File: src/rtl/pipe_pkg.sv
// rtl/pipe_pkg.sv - shared state encoding and ID/EX control field layout for pipe_stage_reg
package pipe_pkg;

  typedef enum logic [1:0] {
    EMPTY = 2'd0,
    ONE   = 2'd1,
    FULL  = 2'd2
  } state_t;

  // Bit positions inside the ID/EX control vector.
  localparam int REGDST_BIT   = 0;
  localparam int ALUSRC_BIT   = 1;
  localparam int MEMTOREG_BIT = 2;
  localparam int REGWRITE_BIT = 3;
  localparam int MEMREAD_BIT  = 4;
  localparam int MEMWRITE_BIT = 5;
  localparam int BRANCH_BIT   = 6;
  localparam int JUMP_BIT     = 7;
  localparam int ALUOP_LSB    = 8;
  localparam int ALUOP_MSB    = 9;
  localparam int IDEX_CTRL_W  = 10;

  localparam logic [IDEX_CTRL_W-1:0] DEFAULT_CTRL_NOP = '0;

endpackage

File: src/rtl/pipe_slot.sv
// rtl/pipe_slot.sv - one pipeline storage entry (valid, ctrl, data) with load and clear
module pipe_slot #(
  parameter int                DATA_W   = 32,
  parameter int                CTRL_W   = 10,
  parameter logic [CTRL_W-1:0] CTRL_NOP = '0
) (
  input  logic              clk,
  input  logic              rst,
  input  logic              clear,
  input  logic              load,
  input  logic [CTRL_W-1:0] ld_ctrl,
  input  logic [DATA_W-1:0] ld_data,
  output logic              valid,
  output logic [CTRL_W-1:0] ctrl,
  output logic [DATA_W-1:0] data
);

  // Clear only drops valid; the payload is kept so out_data holds its last value.
  always_ff @(posedge clk) begin
    if (rst) begin
      valid <= 1'b0;
      ctrl  <= CTRL_NOP;
      data  <= '0;
    end else if (clear) begin
      valid <= 1'b0;
    end else if (load) begin
      valid <= 1'b1;
      ctrl  <= ld_ctrl;
      data  <= ld_data;
    end
  end

endmodule

File: src/rtl/pipe_stage_reg.sv
// rtl/pipe_stage_reg.sv - valid/ready pipeline register with stall, flush and NOP forcing
// PIPE_STAGE_REG_SKID_EN adds a skid slot and a registered in_ready.
module pipe_stage_reg
  import pipe_pkg::*;
#(
  parameter int                DATA_W   = 32,
  parameter int                CTRL_W   = 10,
  parameter logic [CTRL_W-1:0] CTRL_NOP = '0
) (
  input  logic              clk,
  input  logic              rst,
  input  logic              flush,
  input  logic              in_valid,
  output logic              in_ready,
  input  logic [CTRL_W-1:0] in_ctrl,
  input  logic [DATA_W-1:0] in_data,
  output logic              out_valid,
  input  logic              out_ready,
  output logic [CTRL_W-1:0] out_ctrl,
  output logic [DATA_W-1:0] out_data,
  output logic [1:0]        occupancy
);

  state_t            state;
  state_t            state_next;
  logic              in_fire;
  logic              out_fire;
  logic              main_valid;
  logic [CTRL_W-1:0] main_ctrl;
  logic [DATA_W-1:0] main_data;
  logic              main_load;
  logic              main_clear;
  logic [CTRL_W-1:0] main_ld_ctrl;
  logic [DATA_W-1:0] main_ld_data;

  assign in_fire  = in_valid && in_ready;
  assign out_fire = main_valid && out_ready;

`ifdef PIPE_STAGE_REG_SKID_EN
  logic              in_ready_q;
  logic              skid_valid;
  logic [CTRL_W-1:0] skid_ctrl;
  logic [DATA_W-1:0] skid_data;
  logic              skid_load;
  logic              skid_clear;
  logic              main_from_skid;

  assign in_ready     = in_ready_q;
  assign main_ld_ctrl = main_from_skid ? skid_ctrl : in_ctrl;
  assign main_ld_data = main_from_skid ? skid_data : in_data;

  always_comb begin
    state_next     = state;
    main_load      = 1'b0;
    main_clear     = 1'b0;
    skid_load      = 1'b0;
    skid_clear     = 1'b0;
    main_from_skid = 1'b0;
    if (flush) begin
      state_next = EMPTY;
      main_clear = 1'b1;
      skid_clear = 1'b1;
    end else begin
      case (state)
        EMPTY: if (in_fire) begin
          main_load  = 1'b1;
          state_next = ONE;
        end
        ONE: begin
          if (in_fire && out_fire) begin
            main_load = 1'b1;
          end else if (in_fire) begin
            skid_load  = 1'b1;
            state_next = FULL;
          end else if (out_fire) begin
            main_clear = 1'b1;
            state_next = EMPTY;
          end
        end
        FULL: if (out_fire) begin
          main_load      = 1'b1;
          main_from_skid = 1'b1;
          skid_clear     = 1'b1;
          state_next     = ONE;
        end
        default: begin
          state_next = EMPTY;
          main_clear = 1'b1;
          skid_clear = 1'b1;
        end
      endcase
    end
  end

  // in_ready looks one cycle ahead so out_ready never reaches it combinationally.
  always_ff @(posedge clk) begin
    if (rst) begin
      state      <= EMPTY;
      in_ready_q <= 1'b1;
    end else begin
      state      <= state_next;
      in_ready_q <= (state_next != FULL);
    end
  end

  pipe_slot #(
    .DATA_W  (DATA_W),
    .CTRL_W  (CTRL_W),
    .CTRL_NOP(CTRL_NOP)
  ) u_skid (
    .clk    (clk),
    .rst    (rst),
    .clear  (skid_clear),
    .load   (skid_load),
    .ld_ctrl(in_ctrl),
    .ld_data(in_data),
    .valid  (skid_valid),
    .ctrl   (skid_ctrl),
    .data   (skid_data)
  );
`else
  assign in_ready     = !main_valid || out_ready;
  assign main_ld_ctrl = in_ctrl;
  assign main_ld_data = in_data;

  always_comb begin
    state_next = state;
    main_load  = 1'b0;
    main_clear = 1'b0;
    if (flush) begin
      state_next = EMPTY;
      main_clear = 1'b1;
    end else if (in_fire) begin
      main_load  = 1'b1;
      state_next = ONE;
    end else if (out_fire) begin
      main_clear = 1'b1;
      state_next = EMPTY;
    end
  end

  always_ff @(posedge clk) begin
    if (rst) begin
      state <= EMPTY;
    end else begin
      state <= state_next;
    end
  end
`endif

  pipe_slot #(
    .DATA_W  (DATA_W),
    .CTRL_W  (CTRL_W),
    .CTRL_NOP(CTRL_NOP)
  ) u_main (
    .clk    (clk),
    .rst    (rst),
    .clear  (main_clear),
    .load   (main_load),
    .ld_ctrl(main_ld_ctrl),
    .ld_data(main_ld_data),
    .valid  (main_valid),
    .ctrl   (main_ctrl),
    .data   (main_data)
  );

  assign out_valid = main_valid;
  assign out_ctrl  = main_valid ? main_ctrl : CTRL_NOP;
  assign out_data  = main_data;

  always_comb begin
    case (state)
      EMPTY:   occupancy = 2'd0;
      ONE:     occupancy = 2'd1;
      FULL:    occupancy = 2'd2;
      default: occupancy = 2'd0;
    endcase
  end

endmodule

File: config.mk
export PLATFORM = sky130hd
export DESIGN_NAME = pipe_stage_reg
export DESIGN_NICKNAME = d
export VERILOG_FILES = /design/src/rtl/pipe_pkg.sv /design/src/rtl/pipe_slot.sv /design/src/rtl/pipe_stage_reg.sv
export SDC_FILE = /design/constraint.sdc
export NUM_CORES = 1
export LEC_CHECK = 0
export CAP_MARGIN = 10
export CORE_MARGIN = 8
export CORE_UTILIZATION = 35
export DETAILED_ROUTE_END_ITERATION = 10
export PLACE_DENSITY = 0.67
export SYNTH_ARGS = -nofsm -noshare
export SYNTH_HDL_FRONTEND = slang
export SYNTH_SLANG_ARGS = --single-unit
File: constraint.sdc
create_clock -name clk -period 1.3 [get_ports clk]
set_input_delay 0.195 -clock clk [delete_from_list [all_inputs] [get_ports clk]]
set_output_delay 0.195 -clock clk [all_outputs]
set_load 0.02 [all_outputs]
== Word level (Yosys, flattened, before mapping) ==
Cells that the tools add are included.
Word-level totals
  register bits: 44
  bits in latches: 0
  memory bits (writable): 0
  ROM bits: 0
  bits of input ports: 47
  logic and storage cells: 22
  memories: 0
Operators by class
  add/sub/neg operators: 0
  multipliers: 0
  divide/modulo/power cells: 0
  magnitude comparators: 0
  equality and inequality tests: 0
  shift operators: 0
  multiplexer cells: 9
  bitwise operators: 1
  reductions and logical operators: 8
Operators with widths (count)
  two-way mux 10 bit: 1
  two-way mux 1 bit: 8
  OR reduction 2 bit: 2
  logical AND 1 bit: 2
  AND reduction 2 bit: 1
  nonzero test 2 bit: 1
  logical NOT 1 bit: 1
  logical OR 1 bit: 1
  NOT 1 bit: 1

== Longest topological paths before layout ==
  depth in word-level cells: 7
  mapped depth: 5

== Modules after synthesis ==
A second synthesis with hierarchy kept.
Unflattened totals
  cell total of the unflattened synthesis: 215
  area total of the unflattened synthesis: 2245.9 µm²
By module, submodules not included
  pipe_slot: instances 1, cells an instance 193, area each 2093.3 µm²
  pipe_stage_reg: instances 1, cells an instance 22, area each 152.6 µm²

== Worst setup path after synthesis ==
OpenSTA, ideal clock, no wires.
  kind: register to register
  start point: reg u_main.valid
  end point: reg u_main.ctrl[0]
  library setup time: 0.072 ns
  arrival: 1.159 ns
  required time: 1.228 ns
  slack: 0.070 ns
  cell stages (with the launch flop): 6
  buffers on the path: 2
  period minus slack after synthesis: 1.230 ns
  cell sequence: dfxtp_1 nor2b_4 nor3b_2 buf_6 buf_12 mux2i_1
Between the ends
  word-level cells in the longest chain between the ends: 7
Ends and longest elaborated chain
  start: declaration: RTL line pipe_slot.sv:13  | output logic valid,
  start signal: assignment: RTL line pipe_slot.sv:21  | valid <= 1'b0;
  start signal: assignment: RTL line pipe_slot.sv:25  | valid <= 1'b0;
  start signal: assignment: RTL line pipe_slot.sv:27  | valid <= 1'b1;
  logical NOT 1 bit: RTL line pipe_stage_reg.sv:122  | assign in_ready = !main_valid || out_ready;
  logical OR 1 bit: RTL line pipe_stage_reg.sv:122
  logical AND 1 bit: RTL line pipe_stage_reg.sv:36  | assign in_fire = in_valid && in_ready;
  two-way mux 1 bit: RTL line pipe_stage_reg.sv:133  | end else if (in_fire) begin
  two-way mux 1 bit: RTL line pipe_stage_reg.sv:130  | if (flush) begin
  NOT 1 bit (no source line)
  AND reduction 2 bit (no source line) (*)
  end signal: assignment: RTL line pipe_slot.sv:28  | ctrl <= ld_ctrl;
  end: declaration: RTL line pipe_slot.sv:14  | output logic [CTRL_W-1:0] ctrl,
Every way passes the cells marked *; elsewhere a longest branch is shown, timed or not.
A chain may end at the register's enable or synchronous reset.

== Worst setup path in the final report ==
  start point: reg u_main.valid
  end point: reg u_main.data[11]
Between the ends
  word-level cells in the longest chain between the ends: 7
Ends and longest elaborated chain
  logical NOT 1 bit: RTL line pipe_stage_reg.sv:122
  logical OR 1 bit: RTL line pipe_stage_reg.sv:122
  logical AND 1 bit: RTL line pipe_stage_reg.sv:36
  two-way mux 1 bit: RTL line pipe_stage_reg.sv:133
  two-way mux 1 bit: RTL line pipe_stage_reg.sv:130
  NOT 1 bit (no source line)
  AND reduction 2 bit (no source line) (*)
  end signal: assignment: RTL line pipe_slot.sv:29  | data <= ld_data;
  end: declaration: RTL line pipe_slot.sv:15  | output logic [DATA_W-1:0] data
Marks and branches as above.

==> results.md <==
* Total gr overflow at 0
* R2r endpoint: u_main.data[11]$_SDFFE_PP0P_
* Seq pwr share at 51.5%
* Root Driver: clkbuf_8
* # H-tree levels at 2
* CP required at 1.52 ns
* Total number of vias at about 1600
* 1st-pass router iterations at 4
* IO Pins at 93
* Failing checks: setup timing
* Routed WL at 5.236 mm
* Row count at 28
* Starting Density at a little over a third
* Netlist cell types at 16
* Reg-to-reg slack, setup at -0.003 ns
* EDFF count, synth at 0
* Fraction of layout cells with a size suffix above 1 at 12.71%
* Ant. Diodes at 0
* Final count of hold timing violations at 0
* # port buffers at 91
* Finished Cell Area at 0.003196 mm²
* Final setup fails at 1
* Largest net degree at the start of global routing at between 80 and 90
* Period utilization at 100.2%
* Setup crit start: u_main.valid$_SDFFE_PP0P_
* Dominant synthesized flop cell: dfxtp_1
* Remaining DRCs at 0
* Setup Crit Path Kind: reg -> reg
* Fillcell total at roughly 560
* Fin cells at 374
* Die height at 93.31 µm
* Crit Path Max Fanout at 6
* CTS max path bufs at 2
* Worst min-delay path class: in -> reg
* Seq cells post-synth at 44
* Avg WL per Cell at 14.00 µm
* Crit path to: u_main.data[11]$_SDFFE_PP0P_
* Fmax at approximately 770 MHz
* Nets@finish at 348
* Worst VDD drop at 0.4263 mV
* Min Hold Slack at around 0.38 ns
* Latest clock arrival within the worst-skew pair at 0.29 ns
* RSZ-0062 raised after global routing: true
* Layout area overhead at 52.75%
* Mapped cell area at 0.002092 mm²
* Reg-to-Reg Start: u_main.valid$_SDFFE_PP0P_
* Cell Pwr Density at 881.4 mW/mm²
* Full die area at 0.008707 mm²
* Status: complete, but fails checks
* Post-synth top area share at 42.11%
* Seq/Total Area, Yosys at 42.11%
* Reg clk slew, reported paths at 0.08 ns
* Tmin final at 1.303 ns
* Asr flop ratio synth at 0%
* Max-cap viol count at 0
* Clock power share at 27.3%
* DRT antenna net count at 0
* Combinational group share of total power at 21.1%
* Initial antenna violation count at 0
* Static leakage at 1.373 nW
* Worst setup margin at -0.003068 ns
* Via density at 4.313
* First-pass GRT wire length at 8.424 mm
* Hold Buf Count CTS at 0
* CORE AREA at approximately 0.006 mm²
* P_sw at 706.3 µW
* Int Pwr at 2.110 mW
* Hold Crit Start: rst
* Clock sink total at 44
* Largest area contributor in the netlist: dfxtp_1
* Gpl congestion at around 0.70
* Reg2reg path depth at 5
* Placed Cells at 361
* Worst Setup End Kind: flop
* WP data arrival at 1.53 ns
* Placed cell areas at 0.003043 mm²
* Worst slack at placement at -0.3340 ns
* GR Util All Layers at about an eighth
* Worst setup SP type: flop
* Avg Inst Size Synth at 10.20 µm²
* Synth top area cells: dfxtp_1, nand2b_1, mux2i_1
* Drt initial violations at 33
* Fin. max-slew vios at 0
* CTS tree: yes
* Setup Skew at 0.003622 ns
* Switching Share at 25.08%
* Post-DP HPWL at around 3.5 mm
* Vias in the first global route at 1714
* Die Wd at 93.31 µm
* Post-synthesis cell count at around 210
* Number of buffers created by CTS at 5
* Post-Syn Nets at 252
* Syn. warnings at 0
* Final Power at 2.817 mW
-- power groups by stage --
stage / sequential (mW) / combinational (mW) / clock (mW)
floorplan: 1.55 / 0.243 / 0
global placement: 1.49 / 0.587 / 0
detailed placement: 1.49 / 0.590 / 0
CTS: 1.45 / 0.612 / 0.812
global route: 1.46 / 0.641 / 0.865
finish: 1.45 / 0.595 / 0.770
-- metal layers --
layer  GRT usage [%]  up-vias  wire (µm)
li1                -      838          -
met1           13.35      719       2211
met2           20.98       50       2593
met3           4.968        6        372
met4           4.027        0         59
met5               0        -          0
-- cell families after synthesis --
logic type | after synthesis | synth area share [%]
AOI/OAI and AO/OA | 1 | 0.4187
DFF | 44 | 42.11
muxes | 43 | 20.57
buffers and inverters | 17 | 6.758
and+or+nand+nor | 99 | 29.96
other | 1 | 0.1793
-- final cells by class --
| class | instances | area, µm² | share of cell area [%] |
|---|---|---|---|
| Sequential cell | 44 | 884.6 | 27.68 |
| Tap cell | 75 | 93.84 | 2.937 |
| Multi-Input combinational cell | 144 | 1084 | 33.91 |
| Inverter | 1 | 3.754 | 0.1175 |
| Clock buffer | 5 | 68.82 | 2.153 |
| Timing Repair Buffer | 105 | 1061 | 33.20 |
-- synth_stat cells (2+ instances only) --
| master | n |
|---|---|
| and2_1 | 10 |
| buf_12 | 4 |
| clkbuf_1 | 9 |
| dfxtp_1 | 44 |
| mux2i_1 | 43 |
| nand2b_1 | 84 |
| nor2_1 | 2 |
-- timing repair --
action                                  4_1_cts  5_1_grt
resized for setup                            90       23
cloned                                        3        0
buffers inserted                              6        0
endpoints found under the setup margin       87       53
pin swaps                                     1        1
-- stage by stage --
| step | util (%) | TNS, ns |
|---|---|---|
| 4_1_cts | 54.04 | -0.5243 |
| 3_5_place_dp | 52.01 | -15.09 |
| 5_1_grt | 54.62 | -1.565 |
| 2_1_floorplan | - | 0 |
| 3_3_place_gp | 52.01 | -14.44 |
| 6_report | 54.62 | -0.003068 |
-- cell usage in the layout (no fill, tap or decap) --
| cell | n |
|---|---|
| a2111oi_0 | 1 |
| and2_1 | 7 |
| and2_4 | 3 |
| buf_12 | 3 |
| buf_16 | 2 |
| buf_2 | 3 |
| buf_4 | 6 |
| buf_6 | 13 |
| clkbuf_8 | 5 |
| clkdlybuf4s50_1 | 45 |
| conb_1 | 1 |
| dfxtp_1 | 43 |
| dfxtp_4 | 1 |
| dlygate4sd2_1 | 33 |
| inv_1 | 1 |
| mux2i_1 | 43 |
| nand2b_1 | 84 |
| nor2_1 | 2 |
| nor2b_4 | 1 |
| nor3_1 | 1 |
| nor3b_4 | 1 |
-- worst max-delay path: stages, from the launching register on --
cell and delay [ns]:
dfxtp_4 0.36, nor2b_4 0.14, nor3b_4 0.20, buf_6 0.18
buf_6 0.16, mux2i_1 0.19
-- how the worst min path moves through the flow --
stage | endpoint | depth (start not counted)
2_1_floorplan | u_main.valid$_SDFFE_PP0P_ | 1
3_5_place_dp | u_main.ctrl[1]$_SDFFE_PP0P_ | 2
4_1_cts | u_main.valid$_SDFFE_PP0P_ | 3
5_1_grt | u_main.valid$_SDFFE_PP0P_ | 3
6_report | u_main.valid$_SDFFE_PP0P_ | 3
3_3_place_gp | u_main.ctrl[9]$_SDFFE_PP0P_ | 2
-- state kept, by name, indices dropped and copies added, names as in the netlist --
signal,count
u_main.valid,1
u_main.data,32
u_main.ctrl,10
state,1
Note: power is estimated with default switching activity, not from simulation.
